<file path="config.mk">
export PLATFORM = sky130hd
export DESIGN_NAME = timer_apb_ctrl
export DESIGN_NICKNAME = d
export VERILOG_FILES = /design/src/rtl/timer_pkg.sv /design/src/rtl/timer_apb_ctrl.sv
export SDC_FILE = /design/constraint.sdc
export NUM_CORES = 1
export LEC_CHECK = 0
export CORE_UTILIZATION = 40
export DETAILED_ROUTE_END_ITERATION = 10
export PLACE_DENSITY = 0.85
export SETUP_SLACK_MARGIN = 0.02
export SKIP_LAST_GASP = 1
export SYNTH_ARGS = -nofsm -noshare
export SYNTH_HDL_FRONTEND = slang
export SYNTH_SLANG_ARGS = --single-unit
</file>
<file path="constraint.sdc">
create_clock -name clk -period 4.35 [get_ports clk]
set_clock_uncertainty 0.15 [all_clocks]
set_input_delay 1.305 -clock clk [delete_from_list [all_inputs] [get_ports clk]]
set_output_delay 1.305 -clock clk [all_outputs]
set_load 0.05 [all_outputs]
</file>
<file path="src/rtl/timer_pkg.sv">
// Shared timer definitions: register map and APB control FSM states.
package timer_pkg;

    localparam logic [11:0] ADDR_TCR   = 12'h000;
    localparam logic [11:0] ADDR_TDR0  = 12'h004;
    localparam logic [11:0] ADDR_TDR1  = 12'h008;
    localparam logic [11:0] ADDR_TCMP0 = 12'h00C;
    localparam logic [11:0] ADDR_TCMP1 = 12'h010;
    localparam logic [11:0] ADDR_TIER  = 12'h014;
    localparam logic [11:0] ADDR_TISR  = 12'h018;
    localparam logic [11:0] ADDR_THCSR = 12'h01C;
    localparam logic [11:0] ADDR_LAST  = ADDR_THCSR;

    typedef enum logic [1:0] {
        IDLE  = 2'd0,
        WAIT  = 2'd1,
        ISSUE = 2'd2
    } ctrl_state_t;

endpackage

</file>
<file path="src/rtl/timer_apb_ctrl.sv">
// APB4 slave front-end sequencing each access into one r_en/w_en strobe, with coherent 64-bit counter read.
// Latency: pready WAIT_STATES+1 cycles after the setup phase; one transfer per 2+WAIT_STATES cycles.
// Backpressure: pready held low through wait states; master dropping psel/penable aborts without a strobe.
module timer_apb_ctrl
    import timer_pkg::*;
#(
    parameter int unsigned WAIT_STATES = 1
) (
    input  logic        clk,
    input  logic        rst_n,
    input  logic        psel,
    input  logic        penable,
    input  logic        pwrite,
    input  logic [11:0] paddr,
    input  logic [31:0] pwdata,
    input  logic [3:0]  pstrb,
    output logic        pready,
    output logic [31:0] prdata,
    output logic        pslverr,
    output logic        r_en,
    output logic        w_en,
    output logic [11:0] addr,
    output logic [31:0] wdata,
    output logic [3:0]  byte_en,
    input  logic [31:0] rdata,
    input  logic        error,
    input  logic [63:0] counter
);

    localparam logic [1:0] WS_INIT = 2'(WAIT_STATES);

    ctrl_state_t state_q, state_d;
    logic [1:0]  wait_q;
    logic        wr_q;
    logic [31:0] hi_shadow;
    logic        shadow_valid;

    logic setup, access, issue, dec_err, tdr1_hit;
    logic unused_counter_lo;

    assign unused_counter_lo = ^counter[31:0];

    assign setup  = psel && !penable;
    assign access = psel && penable;

    always_comb begin
        state_d = state_q;
        case (state_q)
            IDLE:    if (setup) state_d = (WS_INIT != 2'd0) ? WAIT : ISSUE;
            WAIT: begin
                if (!access)              state_d = IDLE;
                else if (wait_q == 2'd1)  state_d = ISSUE;
            end
            ISSUE:   state_d = IDLE;
            default: state_d = IDLE;
        endcase
    end

    always_ff @(posedge clk or negedge rst_n) begin
        if (!rst_n) begin
            state_q <= IDLE;
            wait_q  <= 2'd0;
            wr_q    <= 1'b0;
            addr    <= '0;
            wdata   <= '0;
            byte_en <= '0;
        end else begin
            state_q <= state_d;
            if (state_q == IDLE && setup) begin
                wait_q  <= WS_INIT;
                wr_q    <= pwrite;
                addr    <= paddr;
                wdata   <= pwdata;
                byte_en <= pwrite ? pstrb : 4'h0;
            end else if (state_q == WAIT) begin
                wait_q <= wait_q - 2'd1;
            end
        end
    end

    // Strobes come from latched fields; the live access qualifier only gates an abort in ISSUE.
    assign dec_err  = (addr[1:0] != 2'b00) || (addr > ADDR_LAST);
    assign issue    = (state_q == ISSUE) && access;
    assign r_en     = issue && !wr_q && !dec_err;
    assign w_en     = issue && wr_q && !dec_err && (byte_en != 4'h0);
    assign pready   = issue;
    assign pslverr  = issue && (dec_err || (w_en && error));
    assign tdr1_hit = (addr == ADDR_TDR1) && shadow_valid;
    assign prdata   = r_en ? (tdr1_hit ? hi_shadow : rdata) : 32'h0;

    // Upper counter word frozen by a TDR0 read so the following TDR1 read is coherent.
    always_ff @(posedge clk or negedge rst_n) begin
        if (!rst_n) begin
            hi_shadow    <= '0;
            shadow_valid <= 1'b0;
        end else if (r_en && addr == ADDR_TDR0) begin
            hi_shadow    <= counter[63:32];
            shadow_valid <= 1'b1;
        end else if (r_en && addr == ADDR_TDR1) begin
            shadow_valid <= 1'b0;
        end else if (w_en && (addr == ADDR_TDR0 || addr == ADDR_TDR1)) begin
            shadow_valid <= 1'b0;
        end
    end

endmodule
</file>
==> results.toml <==
[clocking]
cts_tree = "yes"
numCtsBuffers = 9
cts.htree.levels = 3
cts.sinks = 86
clock_latency_ps = 350
cts_buffer_depth = 2
cts_root_buf = "clkbuf_8"
path_clk_slew_ps = 80
cts_hold_buf = 0

[timing]
max_freq_ghz = 0.238
setup_viol = 0
drv_slew = 0
worst_pin_slew_ps = 1090
hold_viol_final = 0
whs_ps = 327
rsz0062_at_grt = "false"
slew_headroom = 0.275
fin_crit_sh = 0.967
period_minus_slack_ps = 4210

[floorplan]
ioPinCount = 234
core_sq_mm = 0.00928
die-area_sq_mm = 0.0101
rows = 35
die_w_um = 100
die_y_um = 100
initial_core_util = 0.417

[yosys]
ys_seq_area_frac = 0.556
mappedNetlistNets = 574
yosysTopAreaCell = "dfrtp_1"
synthesis.area_sq_mm = 0.00387
synth.area.top_cells = "dfrtp_1, nand2_1, mux2_2, a21oi_1, clkbuf_1"
syn-mean-instance-area_sq_um = 9.14
synth_top_area_share = 0.556
ys_ff_latch = 86
synth_cell_types = 30
synthCells = 423
yosys_warnings = 0

[final_layout]
fin_cells = 763
layout-drive-gt1-share = 0.216
areaGrowthSynthToFinish_pct = 82.4
final_area_sq_mm = 0.00706
nNetsFinal = 781
utilization = 0.760
diodes = 0

[routing]
detail-route-antenna-nets = 0
routedWlPerCell_um = 15.6
vias_per_cell = 4.89
drt_iter0_drc = 122
vias = 3728
first_pass_iters = 4
totalWireLength_um = 11900
drc_errors = 0

[global_route]
first_global_vias = 3912
grt_pass1_wl_um = 18900
gr-total-overflow = 0
antenna_found_initial = 0
grt_max_degree = 87
track_usage = 0.244

[placed_design]
hpwl_um = 8490
placed_cell_area_sq_mm = 0.00672
portBuffers = 201
place_inst = 743
gp_congestion = 0.779

[setup_path]
worstPathArrival_ps = 2750
crit_required_ps = 2890
crit_buf_inv = 5
critPathMaxStageDelay_ps = 240
crit_family = "buffers and inverters"
reg2reg_slack_ps = 1790
cp_cell_sequence = "dlygate4sd2_1, nand4b_1, clkinvlp_4, nand4_1, buf_12, buf_4, a21oi_4, buf_12"
rr_worst_depth = 8
critPathMostFrequentCell = "buf_12"
cp.depth = 8
cp-end-kind = "output pin"
path_class = "input port to output pin"
cp_max_fo = 7
crit_path_top_delay_cell = "dlygate4sd2_1"
startpoint_type = "input port"

[power_and_ir_drop]
power.total_mw = 2.45
powerDensity_mw_per_mm2 = 348
ir_worst_vdd_v = 0.000306
p_leak_nw = 3.19

[status]
status = "completed"

[min_path]
hold_path.class = "flip-flop to flip-flop"
holdPathStages = 1

[job]
cap_violations = 0
[cells in the mapped netlist]
| cell type | count |
|---|---|
| and4_1 | 2 |
| nor4_2 | 1 |
| and3_1 | 1 |
| nor2_1 | 2 |
| o31ai_1 | 1 |
| nand4b_1 | 1 |
| a21o_1 | 1 |
| buf_2 | 3 |
| nor4_4 | 2 |
| nand3_1 | 4 |
| dfrtp_1 | 86 |
| nand3b_1 | 1 |
| mux2_1 | 5 |
| nor4_1 | 2 |
| or2_2 | 2 |
| a21oi_1 | 34 |
| xnor2_1 | 1 |
| o41a_1 | 1 |
| nand3_2 | 1 |
| nor2b_1 | 1 |
| buf_6 | 3 |
| nand4_1 | 2 |
| nand2b_1 | 3 |
| nand2_1 | 212 |
| mux2_2 | 27 |
| and3b_1 | 1 |
| clkbuf_1 | 18 |
| ha_1 | 1 |
| a221o_1 | 1 |
| inv_1 | 3 |
[registers in the layout, summed over array words and instances (netlist names)]
register,flops
addr,12
byte_en,4
hi_shadow,32
shadow_valid,1
state_q,2
wait_q,2
wdata,32
wr_q,1
[path summary, 6_finish.rpt]
kind | startpoint | to
max | psel | prdata[2]
min | shadow_valid | shadow_valid
max reg2reg | state_q[0] | hi_shadow[8]
min reg2reg | shadow_valid | shadow_valid
max in group asynchronous | rst_n | hi_shadow[6]
min in group asynchronous | rst_n | wdata[1]
[final cells by class]
class                   count  area [sq um]
fillers                   611          2230
flip-flops and latches     86          2150
well taps                 129           161
multi-input cells         310          1920
clock buffers              10           138
inverters                   3          15.0
clock inverters             5          82.6
repair buffers            220          2580
[layout by cell type, fill, tap and decap left out, types with 2 or more instances in the layout]
cell / synthesis / routed
nand2_1: 212 / 212
clkdlybuf4s50_1: 0 / 162
dfrtp_1: 86 / 86
buf_12: 0 / 40
a21oi_4: 0 / 28
mux2_2: 27 / 27
buf_4: 0 / 15
clkbuf_8: 0 / 10
mux2_1: 5 / 5
nand3_1: 4 / 4
a21oi_2: 0 / 3
a21oi_1: 34 / 3
nand2b_1: 3 / 3
nor4_4: 2 / 2
nor4_1: 2 / 2
nand4_1: 2 / 2
inv_1: 3 / 2
and4_1: 2 / 2
or2_2: 2 / 2
bufinv_16: 0 / 2
dlygate4sd2_1: 0 / 2
[what timing repair did]
item	4_1_cts	5_1_grt
setup endpoints to repair	30	0
gates resized for setup	11	0
buffers inserted	4	0
[layer usage]
metal  global-route usage  up-vias  wire (um)
li1                     -     1774          -
met1                0.275     1765       4660
met2                0.426      167       5820
met3               0.0877       22       1150
met4               0.0836        0        265
met5                    0        -          0
[logic make-up (layout without fill, tap and decap cells)]
family / Yosys count / after routing / synth area share
DFF: 86 / 86 / 0.556
muxes: 32 / 32 / 0.0932
adders and majority gates: 1 / 1 / 0.00323
and+or+nand+nor: 238 / 238 / 0.258
AOI/OAI and AO/OA: 38 / 38 / 0.0534
xor gates and xnor gates: 1 / 1 / 0.00227
buffers and inverters: 27 / 238 / 0.0330
[through the flow]
stage / TNS, ps / setup WS [ps]
floorplan: -236 / -76.7
global placement: -449 / -33.6
detailed placement: -1770 / -85.1
CTS: 0 / 151
global route: 0 / 45.9
finish: 0 / 143
[power by group]
part	internal [mW]	switching, mW	total [mW]
clock network	0.339	0.296	0.635
logic	0.313	0.527	0.840
registers	0.902	0.0789	0.980
Note: power is estimated with default switching activity, not from simulation.
